## config.mk

```make
export PLATFORM = sky130hd
export DESIGN_NAME = axis_router
export DESIGN_NICKNAME = d
export VERILOG_FILES = /design/src/rtl/axis_router_pkg.sv /design/src/rtl/axis_rt_skid.sv /design/src/rtl/axis_router.sv
export SDC_FILE = /design/constraint.sdc
export NUM_CORES = 1
export LEC_CHECK = 0
export CORE_MARGIN = 2
export CORE_UTILIZATION = 34
export DETAILED_ROUTE_END_ITERATION = 8
export PLACE_DENSITY = 0.51
export REMOVE_ABC_BUFFERS = 1
export SYNTH_ARGS = -nofsm -noshare
export SYNTH_HDL_FRONTEND = slang
export SYNTH_SLANG_ARGS = --single-unit
```

## constraint.sdc

```tcl
create_clock -name axis_aclk -period 2.3 [get_ports axis_aclk]
set_input_delay 0.46 -clock axis_aclk [delete_from_list [all_inputs] [get_ports axis_aclk]]
set_output_delay 0.46 -clock axis_aclk [all_outputs]
set_load 0.01 [all_outputs]
```

## src/rtl/axis_router_pkg.sv

```systemverilog
// rtl/axis_router_pkg.sv - shared state/route types and select decode for the 1:2 packet router
package axis_router_pkg;

    typedef enum logic [1:0] {IDLE, LOCK_A, LOCK_B, DROP} state_e;
    typedef enum logic [1:0] {RT_A, RT_B, RT_DROP} route_e;

    // A non-one-hot select either falls back to output A or discards the packet.
    function automatic route_e decode_route(input logic sel_a, input logic sel_b, input logic drop_en);
        if (sel_a != sel_b) begin
            return sel_b ? RT_B : RT_A;
        end
        return drop_en ? RT_DROP : RT_A;
    endfunction

endpackage

```

## src/rtl/axis_rt_skid.sv

```systemverilog
// rtl/axis_rt_skid.sv - 2-entry skid buffer with registered output and registered s_tready
module axis_rt_skid #(
    parameter int W = 33
) (
    input  logic         axis_aclk,
    input  logic         axis_aresetn,
    input  logic         s_tvalid,
    input  logic [W-1:0] s_tdata,
    output logic         s_tready,
    output logic         m_tvalid,
    output logic [W-1:0] m_tdata,
    input  logic         m_tready
);

    logic         sk_valid;
    logic [W-1:0] sk_data;

    // Ready depends only on the spare entry, so m_tready never reaches s_tready combinationally.
    assign s_tready = !sk_valid;

    always_ff @(posedge axis_aclk or negedge axis_aresetn) begin
        if (!axis_aresetn) begin
            m_tvalid <= 1'b0;
            m_tdata  <= '0;
            sk_valid <= 1'b0;
            sk_data  <= '0;
        end else if (m_tready || !m_tvalid) begin
            if (sk_valid) begin
                m_tvalid <= 1'b1;
                m_tdata  <= sk_data;
                sk_valid <= 1'b0;
            end else begin
                m_tvalid <= s_tvalid;
                if (s_tvalid) begin
                    m_tdata <= s_tdata;
                end
            end
        end else if (s_tvalid && !sk_valid) begin
            sk_valid <= 1'b1;
            sk_data  <= s_tdata;
        end
    end

endmodule

```

## src/rtl/axis_router.sv

```systemverilog
// rtl/axis_router.sv - 1:2 AXI-Stream packet router; AXIS_ROUTER_DROP_EN discards packets with a=b
module axis_router
    import axis_router_pkg::*;
#(
    parameter int DATA_W = 32,
    parameter int CNT_W  = 16
) (
    input  logic              axis_aclk,
    input  logic              axis_aresetn,
    input  logic [DATA_W-1:0] s0k_axis_tdata,
    input  logic              s0k_axis_tvalid,
    output logic              s0k_axis_tready,
    input  logic              s0k_axis_tlast,
    input  logic              s0k_axis_a,
    input  logic              s0k_axis_b,
    output logic [DATA_W-1:0] m0a_axis_tdata,
    output logic              m0a_axis_tvalid,
    input  logic              m0a_axis_tready,
    output logic              m0a_axis_tlast,
    output logic [DATA_W-1:0] m0b_axis_tdata,
    output logic              m0b_axis_tvalid,
    input  logic              m0b_axis_tready,
    output logic              m0b_axis_tlast,
`ifdef AXIS_ROUTER_DROP_EN
    output logic [CNT_W-1:0]  drop_cnt,
`endif
    output logic              router_busy
);

`ifdef AXIS_ROUTER_DROP_EN
    localparam logic DropEn = 1'b1;
`else
    localparam logic DropEn = 1'b0;
`endif

    state_e            state;
    route_e            route;
    logic              route_ready;
    logic              accept;
    logic              push_a;
    logic              push_b;
    logic              a_in_ready;
    logic              b_in_ready;
    logic [DATA_W:0]   a_out;
    logic [DATA_W:0]   b_out;

    always_comb begin
        route = RT_A;
        case (state)
            IDLE:    route = decode_route(s0k_axis_a, s0k_axis_b, DropEn);
            LOCK_A:  route = RT_A;
            LOCK_B:  route = RT_B;
            default: route = RT_DROP;
        endcase
    end

    always_comb begin
        route_ready = 1'b1;
        case (route)
            RT_A:    route_ready = a_in_ready;
            RT_B:    route_ready = b_in_ready;
            default: route_ready = 1'b1;
        endcase
    end

    assign s0k_axis_tready = axis_aresetn & route_ready;
    assign accept          = s0k_axis_tvalid & s0k_axis_tready;
    assign push_a          = accept & (route == RT_A);
    assign push_b          = accept & (route == RT_B);
    assign router_busy     = (state != IDLE);

    always_ff @(posedge axis_aclk or negedge axis_aresetn) begin
        if (!axis_aresetn) begin
            state <= IDLE;
        end else if (accept) begin
            case (state)
                IDLE: begin
                    if (!s0k_axis_tlast) begin
                        case (route)
                            RT_A:    state <= LOCK_A;
                            RT_B:    state <= LOCK_B;
                            default: state <= DROP;
                        endcase
                    end
                end
                default: begin
                    if (s0k_axis_tlast) begin
                        state <= IDLE;
                    end
                end
            endcase
        end
    end

`ifdef AXIS_ROUTER_DROP_EN
    always_ff @(posedge axis_aclk or negedge axis_aresetn) begin
        if (!axis_aresetn) begin
            drop_cnt <= '0;
        end else if (accept && state == IDLE && route == RT_DROP && drop_cnt != '1) begin
            drop_cnt <= drop_cnt + 1'b1;
        end
    end
`else
    logic unused_cnt_w;
    assign unused_cnt_w = (CNT_W != 0);
`endif

    axis_rt_skid #(.W(DATA_W + 1)) u_skid_a (
        .axis_aclk    (axis_aclk),
        .axis_aresetn (axis_aresetn),
        .s_tvalid     (push_a),
        .s_tdata      ({s0k_axis_tlast, s0k_axis_tdata}),
        .s_tready     (a_in_ready),
        .m_tvalid     (m0a_axis_tvalid),
        .m_tdata      (a_out),
        .m_tready     (m0a_axis_tready)
    );

    axis_rt_skid #(.W(DATA_W + 1)) u_skid_b (
        .axis_aclk    (axis_aclk),
        .axis_aresetn (axis_aresetn),
        .s_tvalid     (push_b),
        .s_tdata      ({s0k_axis_tlast, s0k_axis_tdata}),
        .s_tready     (b_in_ready),
        .m_tvalid     (m0b_axis_tvalid),
        .m_tdata      (b_out),
        .m_tready     (m0b_axis_tready)
    );

    assign m0a_axis_tlast = a_out[DATA_W];
    assign m0a_axis_tdata = a_out[DATA_W-1:0];
    assign m0b_axis_tlast = b_out[DATA_W];
    assign m0b_axis_tdata = b_out[DATA_W-1:0];

endmodule
```

# After elaboration in Yosys (flattened, before gate mapping)
# Index checks and enable logic that the tools add are counted.
# word_totals
register_bits,138
input_bits,40
out_inout_bits,70
elab_cells,62
# classes
muxes,21
bitwise_logic,6
n_reduce_logical,21
n_eq_ne,5
# op_table
op,count
$mux W33,4
$reduce_bool A2 Y1,6
$mux W2,5
$mux W1,9
$reduce_and A2 Y1,4
$pmux W2 S3,1
$and A1 B1 Y1,4
$eq A2 B1 Y1 const B,2
$logic_not A1 Y1,4
$logic_not A2 Y1,2
$pmux W2 S2,1
$reduce_and A3 Y1,1
$eq A2 B2 Y1 const B,1
$logic_and A1 B1 Y1,2
$logic_or A1 B1 Y1,2
$ne A2 B2 Y1 const B,1
$not A1 Y1,2
$pmux W1 S2,1
$ne A1 B1 Y1,1

# Logic depth before layout (Yosys ltp)
# logic_depth
word_depth,13
ltp_mapped,7
depth_no_buf,4

# Modules after synthesis
# A second synthesis with hierarchy kept.
# hier_totals
hier_cells,390
hier_area_um2,6115.9
# by_module_without_submodules
mod,instances,area_each_um2,cells_each,seq_area_each_um2
axis_rt_skid,2,2976.6,185,1701.6
axis_router,1,162.7,20,50.0

# Worst setup path before layout
# OpenSTA, ideal clock, no wires.
# synth_path
kind,input to register
startpoint,input s0k_axis_b
endpoint,register u_skid_b.sk_data[0]
path_slack_ns,0.373
required_ns,2.175
arrival_ns,1.801
setup_ns,0.125
path_stages,7
path_buffers,3
path_cell_list,nor2b_4 > o2111ai_1 > buf_2 > or3_1 > buf_2 > buf_6 > mux2_4
# synth_via
elab_chain_cells,12
elab_cells_between_ends,15
classes_between,eq/ne (2); mux (7); bitwise (3); reduce/logical (3)
# synth_lines
element,line,rtl
start: declaration,axis_router.sv:15,"input logic s0k_axis_b,"
$ne A1 B1 Y1,axis_router_pkg.sv:9,if (sel_a != sel_b) begin
$mux W1,axis_router_pkg.sv:9,
$mux W1,axis_router.sv:49,case (state)
$mux W2 *,axis_router_pkg.sv:12,return drop_en ? RT_DROP : RT_A;
$pmux W2 S3 *,axis_router.sv:49,
$eq A2 B1 Y1 / $logic_not A2 Y1 (equally long branches),"axis_router.sv:59, axis_router.sv:69",
$pmux W1 S2,axis_router.sv:59,case (route)
$and A1 B1 Y1,axis_router.sv:66,assign s0k_axis_tready = axis_aresetn & route_ready;
$and A1 B1 Y1,axis_router.sv:67,assign accept = s0k_axis_tvalid & s0k_axis_tready;
$and A1 B1 Y1 *,axis_router.sv:69,assign push_b = accept & (route == RT_B);
$logic_and A1 B1 Y1 *,axis_rt_skid.sv:38,end else if (s_tvalid && !sk_valid) begin
$reduce_and A2 Y1 (no source line) *,--,
end signal: assignment,axis_rt_skid.sv:40,sk_data <= s_tdata;
end: declaration,axis_rt_skid.sv:16,logic [W-1:0] sk_data;
# Mark *: on every way between the ends. The rest lies on a longest branch, timed or not. The select of a mux whose other input is x is not followed.
# A chain may end at the register's enable or synchronous reset.

# Final worst setup path
# layout_path
startpoint,register state[1]
endpoint,output router_busy
# layout_via
elab_chain_cells,1
# layout_lines
element,line,rtl
start: declaration,axis_router.sv:36,state_e state;
start signal: assignment,axis_router.sv:74,state <= IDLE;
start signal: assignment,axis_router.sv:80,RT_A: state <= LOCK_A;
start signal: assignment,axis_router.sv:81,RT_B: state <= LOCK_B;
$reduce_bool A2 Y1,axis_router.sv:70,assign router_busy = (state != IDLE);
end: declaration,axis_router.sv:27,output logic router_busy
# Every way passes these cells.

==> impl_metrics.yaml <==
clock_network:
  cts_root_buf: "clkbuf_16"
  worstSkewPairLatency_ns: 0.42
  cts_buffer_depth: 2
  cts_tree: "built"
  numCtsBuffers: 17
  cts_setup_buffers: 0
  cts_num_sinks: 138
  htree_levels: 4
  clk_pin_slew_worst_paths_ns: 0.05
timing:
  timing.hold.ws_ns: 0.427
  finClkSkew_ns: 0.00764
  worstMarginPinSlew_ns: 0.781
  rsz0062_at_grt: "false"
  fin_ws_ns: 0.139
  min_period_ns: 2.16
  setup_tns_ns: 0
  setup_viol: 0
  relSlewSlack_pct: 48.0
  hold_viol_final: 0
  period_share_pct: 94.0
  slew_viol_final: 0
  maxClockFrequency_ghz: 0.463
logic_synthesis:
  synth_most_common_cell: "dfrtp_1"
  netlist_top_cells_count: "dfrtp_1 (138), nor2_1 (71), nor3_1 (67)"
  synth_seq_cells: 138
  async_flop_share_pct: 100
  synth.area.top_cells: "dfrtp_1 (51%), o221a_2 (11%), mux2i_1 (9.8%)"
  ys_seq_area_share_pct: 51.2
  syn_avg_cell_area_um2: 12.1
  synth_cell_type_count: 26
  synth_cells: 556
  yosys_warnings: 0
  synth-main-ff-cell: "dfrtp_1"
  synth-edff-count: 0
  yosys.area.top_type: "dfrtp_1"
  syn_area_um2: 6750
  synth.top_cell.area_share_pct: 51.2
floorplanning:
  fp.dieH_um: 145
  core_area_um2: 19500
  initial_core_util_pct: 34.7
  die-area_um2: 21000
  boundaryPins: 110
  num_rows: 51
  die_width_um: 145
setup_path:
  required_ns: 1.84
  crit_path_start_kind: "register"
  critPathSlowestCell: "dfrtp_1"
  cp_cell_sequence: "or2_2 -> clkdlybuf4s50_1"
  cp_max_fo: 8
  cp-startpoint: "state[1]"
  slowest_delay_ns: 0.48
  endpoint_kind: "primary output"
  rr_endpoint: "u_skid_a.sk_data[11]"
  cp.arrival_ns: 1.70
  r2r-start: "state[0]"
  reg2reg_slack_ns: 0.32
  critPathKind: "reg2out"
  reg2reg_depth: 6
detailed_routing:
  drt_iter0_markers: 277
  ant_nets: 0
  drc: 0
  wl_per_cell_um: 20.3
  vias: 5030
  avgViaCountPerCell: 5.36
  wl_um: 19100
  first_pass_iters: 4
placement:
  place.gp.congestion: 0.761
  port_buffers: 109
  dp_slack_ns: -0.227
  hpwl_um: 12200
global_routing:
  gr-total-overflow: 0
  grt_pass1_wl_um: 30100
  grt_pass1_vias: 5337
  grt_use_total_pct: 19.1
  grt_start_max_net_pins: 60
  antenna_found_initial: 0
layout:
  register_area_um2: 3460
  layout-drive-gt1-share_pct: 30.6
  finalNetCount: 702
  antenna_cells: 0
  final_util_pct: 45.8
  multi_input_area_um2: 3090
  syn_to_final_growth_pct: 32.2
  fill_cells: 1803
pwr:
  power_leakage_nw: 4.01
  powerDensity_nw_per_um2: 1180
  p_total_w: 0.0105
  vdd_ir_drop_max_uv: 528
status:
  status: "finished clean"
run:
  drv_cap: 0
hold_path:
  hold_path_class: "in2async"
-- worst max-delay path, delay by kind of cell, from the launching register on --
kind                   cells  cell delay, ns
flip-flops                 1            0.48
AND/OR/NAND/NOR            1            0.33
buffers and inverters      1            0.48
-- cells in the final DEF, fill, tap and decap left out, types with 2 or more instances in the layout --
master / Yosys / final
dfrtp_1: 138 / 136
buf_12: 0 / 9
clkdlybuf4s50_1: 0 / 107
clkinvlp_4: 0 / 2
nand2_1: 7 / 5
clkinv_2: 0 / 2
clkbuf_16: 0 / 17
nand2_2: 0 / 2
mux2_2: 35 / 35
buf_4: 0 / 21
nand2b_2: 0 / 2
o21ai_0: 3 / 3
o221a_2: 66 / 66
nor2_1: 71 / 71
clkbuf_1: 38 / 2
clkbuf_8: 0 / 6
nor2b_4: 1 / 3
a21oi_1: 3 / 3
dfrtp_2: 0 / 2
mux2_4: 30 / 30
nor3_1: 67 / 66
bufinv_16: 0 / 2
mux2i_1: 66 / 66
-- kinds of logic after synthesis --
logic type / Yosys count / synth area share, %
and+or+nand+nor: 159 / 10.9
muxes: 132 / 22.5
DFF: 138 / 51.2
buffers and inverters: 54 / 3.84
AOI/OAI and AO/OA: 73 / 11.6
-- where the power goes --
part | switching [W] | internal, W | total, W
Combinational | 0.00136 | 0.00225 | 0.00361
Sequential | 0.000778 | 0.00335 | 0.00413
Clock | 0.00102 | 0.00176 | 0.00279
Total | 0.00316 | 0.00736 | 0.0105
-- flip-flops by register name, indices dropped and copies added (netlist names) --
register / cells
u_skid_b.m_tdata: 33
state: 2
u_skid_a.m_tvalid: 1
u_skid_b.sk_valid: 1
u_skid_a.m_tdata: 33
u_skid_a.sk_valid: 1
u_skid_b.m_tvalid: 1
u_skid_b.sk_data: 33
u_skid_a.sk_data: 33
-- how the worst max path moves through the flow --
stage	cells after the start	end
after floorplan	4	u_skid_a.sk_data[0]
after global placement	5	s0k_axis_tready
after detailed placement	7	u_skid_a.sk_data[15]
after CTS	2	router_busy
after global routing	2	router_busy
final	2	router_busy
-- layout make-up --
class	count	share of cell area, %
inverter	1	0.0421
clock inverter	6	0.954
timing repair buffer	140	16.1
sequential	138	38.7
tap	265	3.72
multi-input combinational	364	34.6
clock buffer	25	5.78
-- per-layer routing --
layer	up-vias	part of all wire (%)	GRT usage (%)	wire [um]
met5	-	0	0	0
met4	0	2.2	6.34	420
met3	26	4.5	3.78	862
met2	123	48	31.4	9170
met1	2601	45	25.2	8620
li1	2280	-	-	-
-- through the flow --
stage          area (um^2)  cells
4_1_cts               8920    939
3_5_place_dp          8310    907
3_3_place_gp          8310    907
6_report              8920    939
5_1_grt               8920    939
2_1_floorplan         6490    503
-- repair_timing --
action | 4_1_cts | 5_1_grt
setup endpoints to repair | 1 | 0
resized for setup | 2 | 0
hold buffers | 1 | 0
endpoints found under the hold margin | 1 | 0
(Power assumes the default switching activity.)
